`config.mk`:
```
export PLATFORM = sky130hd
export DESIGN_NAME = ex_mdu_flat
export DESIGN_NICKNAME = d
export VERILOG_FILES = /design/src/rtl/ex_mdu_if.sv /design/src/rtl/ex_mdu.sv /design/src/flat_wrapper.sv
export SDC_FILE = /design/constraint.sdc
export NUM_CORES = 2
export LEC_CHECK = 0
export ABC_AREA = 1
export BUFFER_PORTS_ARGS = -buffer_cell sky130_fd_sc_hd__buf_2
export CAP_MARGIN = 20
export CORE_MARGIN = 8
export CORE_UTILIZATION = 38
export CTS_CLUSTER_SIZE = 30
export DETAILED_ROUTE_END_ITERATION = 16
export GPL_ROUTABILITY_DRIVEN = 1
export GPL_TIMING_DRIVEN = 0
export HOLD_SLACK_MARGIN = 0.06
export RECOVER_POWER = 25
export REMOVE_ABC_BUFFERS = 1
export SLEW_MARGIN = 15
export SYNTH_ARGS = -nofsm -noshare
export SYNTH_HDL_FRONTEND = slang
export SYNTH_SLANG_ARGS = --single-unit
export TNS_END_PERCENT = 20
```
`constraint.sdc`:
```
create_clock -name clk -period 26.1 [get_ports clk]
set_clock_uncertainty 0.1 [all_clocks]
set_input_delay 1.305 -clock clk [delete_from_list [all_inputs] [get_ports clk]]
set_output_delay 1.305 -clock clk [all_outputs]
set_load 0.05 [all_outputs]
```
`src/rtl/ex_mdu_if.sv`:
```
// ex_mdu_if: operand/opcode bundle between the EX stage and the M-extension unit
interface ex_mdu_if;
  logic [7:0] aluop_i;
  logic [31:0] reg1_i;
  logic [31:0] reg2_i;
  logic [5:0] stall;
  logic [31:0] result_o;
  logic is_mdu_o;
  logic stallreq_o;
  modport master (output aluop_i, reg1_i, reg2_i, stall, input result_o, is_mdu_o, stallreq_o);
  modport slave (input aluop_i, reg1_i, reg2_i, stall, output result_o, is_mdu_o, stallreq_o);
endinterface

```
`src/rtl/ex_mdu.sv`:
```
// ex_mdu: single-cycle multiplier plus 32-cycle restoring divider for the EX stage
module ex_mdu (
  input logic clk,
  input logic rst,
  ex_mdu_if.slave bus
);
  typedef enum logic [1:0] {IDLE, BYZERO, ON, END} state_t;
  state_t state;
  logic [5:0] cnt;
  logic [31:0] q, r, d;
  logic neg_q, neg_r;
  logic is_mul, is_div, sgn, sa, sb;
  logic [31:0] a_abs, b_abs, q_nxt, r_nxt;
  logic [32:0] sh, diff;
  logic [63:0] prod;
  logic unused;
  assign unused = ^{bus.stall[5:4], bus.stall[2:0]};
  always_comb begin
    is_mul = bus.aluop_i[7:2] == 6'b100000;
    is_div = bus.aluop_i[7:2] == 6'b100001;
    sgn = ~bus.aluop_i[0];
    sa = bus.aluop_i[1] ^ bus.aluop_i[0];
    sb = bus.aluop_i[1:0] == 2'b01;
    prod = {{32{sa & bus.reg1_i[31]}}, bus.reg1_i} * {{32{sb & bus.reg2_i[31]}}, bus.reg2_i};
    a_abs = (sgn && bus.reg1_i[31]) ? -bus.reg1_i : bus.reg1_i;
    b_abs = (sgn && bus.reg2_i[31]) ? -bus.reg2_i : bus.reg2_i;
    sh = {r, q[31]};
    diff = sh - {1'b0, d};
    q_nxt = {q[30:0], ~diff[32]};
    r_nxt = diff[32] ? sh[31:0] : diff[31:0];
  end
  assign bus.is_mdu_o = is_mul | is_div;
  assign bus.stallreq_o = is_div && state != END;
  assign bus.result_o = is_mul ? (bus.aluop_i[1:0] == 2'b00 ? prod[31:0] : prod[63:32]) :
                        (is_div && state == END) ? (bus.aluop_i[1] ? r : q) : 32'd0;
  // q doubles as the shifting dividend; signs are fixed up once, on the final step
  always_ff @(posedge clk) begin
    if (rst) begin
      state <= IDLE;
      cnt <= 6'd0;
      q <= 32'd0;
      r <= 32'd0;
      d <= 32'd0;
      neg_q <= 1'b0;
      neg_r <= 1'b0;
    end else begin
      case (state)
        IDLE: if (is_div) begin
          q <= a_abs;
          d <= b_abs;
          r <= 32'd0;
          cnt <= 6'd0;
          neg_q <= sgn & (bus.reg1_i[31] ^ bus.reg2_i[31]);
          neg_r <= sgn & bus.reg1_i[31];
          state <= bus.reg2_i == 32'd0 ? BYZERO : ON;
        end
        BYZERO: if (!is_div) state <= IDLE;
        else begin
          q <= 32'hFFFF_FFFF;
          r <= neg_r ? -q : q;
          state <= END;
        end
        ON: if (!is_div) state <= IDLE;
        else begin
          cnt <= cnt + 6'd1;
          q <= (cnt == 6'd31 && neg_q) ? -q_nxt : q_nxt;
          r <= (cnt == 6'd31 && neg_r) ? -r_nxt : r_nxt;
          if (cnt == 6'd31) state <= END;
        end
        END: if (!bus.stall[3]) state <= IDLE;
      endcase
    end
  end
endmodule

```
`src/flat_wrapper.sv`:
```
// flat-port wrapper written by rule: the top's interface ports become plain ports
module ex_mdu_flat 
  (clk, rst, bus_aluop_i, bus_reg1_i, bus_reg2_i, bus_stall, bus_result_o, bus_is_mdu_o, bus_stallreq_o);
  ex_mdu_if bus_i ();
  input logic clk;
  input logic rst;
  input wire logic [$bits(bus_i.aluop_i)-1:0] bus_aluop_i;
  input wire logic [$bits(bus_i.reg1_i)-1:0] bus_reg1_i;
  input wire logic [$bits(bus_i.reg2_i)-1:0] bus_reg2_i;
  input wire logic [$bits(bus_i.stall)-1:0] bus_stall;
  output wire logic [$bits(bus_i.result_o)-1:0] bus_result_o;
  output wire logic [$bits(bus_i.is_mdu_o)-1:0] bus_is_mdu_o;
  output wire logic [$bits(bus_i.stallreq_o)-1:0] bus_stallreq_o;
  assign bus_i.aluop_i = bus_aluop_i;
  assign bus_i.reg1_i = bus_reg1_i;
  assign bus_i.reg2_i = bus_reg2_i;
  assign bus_i.stall = bus_stall;
  assign bus_result_o = bus_i.result_o;
  assign bus_is_mdu_o = bus_i.is_mdu_o;
  assign bus_stallreq_o = bus_i.stallreq_o;
  ex_mdu u_core (.clk(clk), .rst(rst), .bus(bus_i));
endmodule
```
==> flow_summary.json <==
{
  "yosysWarnings": 0,
  "synthArstFlopShare_pct": 0,
  "cts_resized": 0,
  "synth_seq_cells": 106,
  "grt_max_degree": 61,
  "final_cell_area_um2": 53600,
  "worst-r2r-setup-slack_ns": 19.04,
  "violations": "capacitance limit, slew limit",
  "clkSinkCount": 106,
  "hold_path_end": "u_core.neg_q",
  "io_pins": 114,
  "drc": 0,
  "status": "finished with violations",
  "tightest_slew_ns": 1.97,
  "drive_gt1_share_pct": 3.38,
  "fmax_mhz": 76.8,
  "cap_violations": 2,
  "seq_area_frac_synth_pct": 4.11,
  "cts_buffers": 9,
  "grt.total_usage_pct": 22.5,
  "timing.hold.ws_ns": 0.371,
  "clockBufferDepth": 2,
  "ys_types": 58,
  "crit_slowest_cell": "fa_1",
  "slowest_delay_ns": 0.63,
  "synth_ff_type": "dfxtp_1",
  "coreArea_um2": 135000,
  "routed_wl_um": 165000,
  "drtAntennaViolNets": 0,
  "synth_cells": 7111,
  "holdPathStages": 2,
  "nets": 8362,
  "syn2layout_area_growth_pct": 3.97,
  "postCtsSetupBuffers": 0,
  "vias_per_cell": 5.08,
  "end_kind": "primary output",
  "grt_pass1_vias": 45800,
  "die_w_um": 384,
  "gr-total-overflow": 0,
  "finalCritPeriodShare_pct": 49.9,
  "relSlewSlack_pct": -31.9,
  "start_util_pct": 38.2,
  "antenna_found_initial": 6,
  "synth-edff-count": 0,
  "hold_buffers": 0,
  "synth_area_um2": 51600,
  "hold_start": "u_core.neg_q",
  "hold_viol": 0,
  "crit_path_start_kind": "input pin",
  "clock_latency_ns": 0.40,
  "dp_hpwl_um": 133000,
  "postSynthAreaPerCell_um2": 7.25,
  "die_h_um": 384,
  "num_vias": 44100,
  "dr.pass1.iters": 6,
  "required_ns": 24.69,
  "slew_violations": 67,
  "clk_pin_slew_ns": 0.07,
  "place_area_um2": 53300,
  "grt_pass1_wl_um": 261000,
  "row_count": 135,
  "r2r_cells": 28,
  "place.gp.congestion": 0.952,
  "rsz0062_at_grt": "no",
  "fillers": 14200,
  "hold_path_class": "register to register",
  "fin_setup_tns_ns": 0,
  "wl_per_cell_um": 19.0,
  "cts_tree": "done",
  "ctsRootBufferMaster": "clkbuf_16",
  "worst-path-max-fanout": 42,
  "cp_common_cell": "fa_1",
  "finalSetupViolations": 0,
  "drt-initial-drc-count": 3044,
  "dieArea_um2": 148000,
  "worstPathArrival_ns": 11.62,
  "portBuffers": 108,
  "h-tree-depth": 3,
  "period_minus_slack_ns": 13.03,
  "crit_type": "input pin to primary output",
  "rr_startpoint": "u_core.q[31]",
  "reg2reg_to": "u_core.q[28]"
}
## cell usage after synthesis, drive strengths merged (33+ instances only)
cell type,n,area (um2)
buf,79,355
nand3,147,771
dfxtp,106,2120
o211ai,33,248
o21ai,263,1330
xor2,55,482
clkbuf,274,1030
nand2,1872,7140
ha,258,3230
fa,1126,22500
nor3,63,325
xnor2,34,298
nor2,340,1320
inv,1960,7360
a21oi,275,1400
## worst max-delay path: cells and delay by family
kind,cells,cell delay [ns]
buffers and inverters,8,1.79
AOI/OAI and AO/OA,7,1.70
and+or+nand+nor,8,1.80
adders and majority gates,10,4.92
## cells in the final DEF (no fill, tap or decap), types with 33 or more instances in the layout
cell type,Yosys,routed
ha_1,258,255
xnor2_1,34,34
a21oi_1,271,270
xor2_1,55,55
dfxtp_1,106,106
nand3_1,143,145
inv_1,1951,1950
o21ai_0,252,253
buf_2,2,104
nor2_1,330,325
nand2_1,1841,1843
fa_1,1126,1125
o211ai_1,33,33
nor3_1,61,60
## layer usage
layer | track usage (%) | vias up | part of all wire (%)
met5 | 0 | - | 0.0042
met3 | 3.61 | 220 | 7.4
met4 | 5.33 | 2 | 2.6
li1 | - | 20100 | -
met1 | 29.9 | 22200 | 42
met2 | 38.7 | 1534 | 48
## registers in the layout, indices dropped and copies added (netlist names)
signal	flops
u_core.q	32
u_core.neg_q	1
u_core.state	2
u_core.r	32
u_core.d	32
u_core.neg_r	1
u_core.cnt	6
## final cells by class
class	instances	area, um2	area share, %
antenna	2	5.00	0.00933
clock buffer	9	225	0.420
clock inverter	7	71.3	0.133
inverter	1965	7380	13.8
multi-input combinational	4687	40700	75.9
sequential	106	2120	3.96
tap	1781	2230	4.16
timing repair buffer	129	885	1.65
## how the worst max path moves through the flow
stage,cells past startpoint,slack (ns),to,startpoint
after CTS,32,13.29,bus_result_o[29],bus_aluop_i[1]
after global placement,32,12.12,bus_result_o[31],bus_aluop_i[1]
final,33,13.07,bus_result_o[31],bus_aluop_i[1]
after detailed placement,32,13.33,bus_result_o[29],bus_aluop_i[1]
after floorplan,26,14.22,bus_result_o[31],bus_aluop_i[1]
after global routing,33,12.66,bus_result_o[31],bus_aluop_i[1]
## metrics by stage
stage	setup WS [ns]	std cells	utilization, %
3_5_place_dp	13.33	8662	39.4
4_1_cts	13.29	8678	39.7
6_report	13.07	8686	39.7
5_1_grt	12.66	8685	39.7
2_1_floorplan	14.22	6758	-
3_3_place_gp	12.12	8647	39.2
## logic make-up after synthesis
logic type | after synthesis | synth area share [%]
AOI/OAI and AO/OA | 718 | 7.95
DFF | 106 | 4.11
buffers and inverters | 2318 | 17.0
and+or+nand+nor | 2496 | 19.5
xor gates and xnor gates | 89 | 1.51
adders and majority gates | 1384 | 50.0
Power is left out: the tool's default activity adds up to more than one toggle a clock period on the data nets, which glitch-free logic cannot reach.
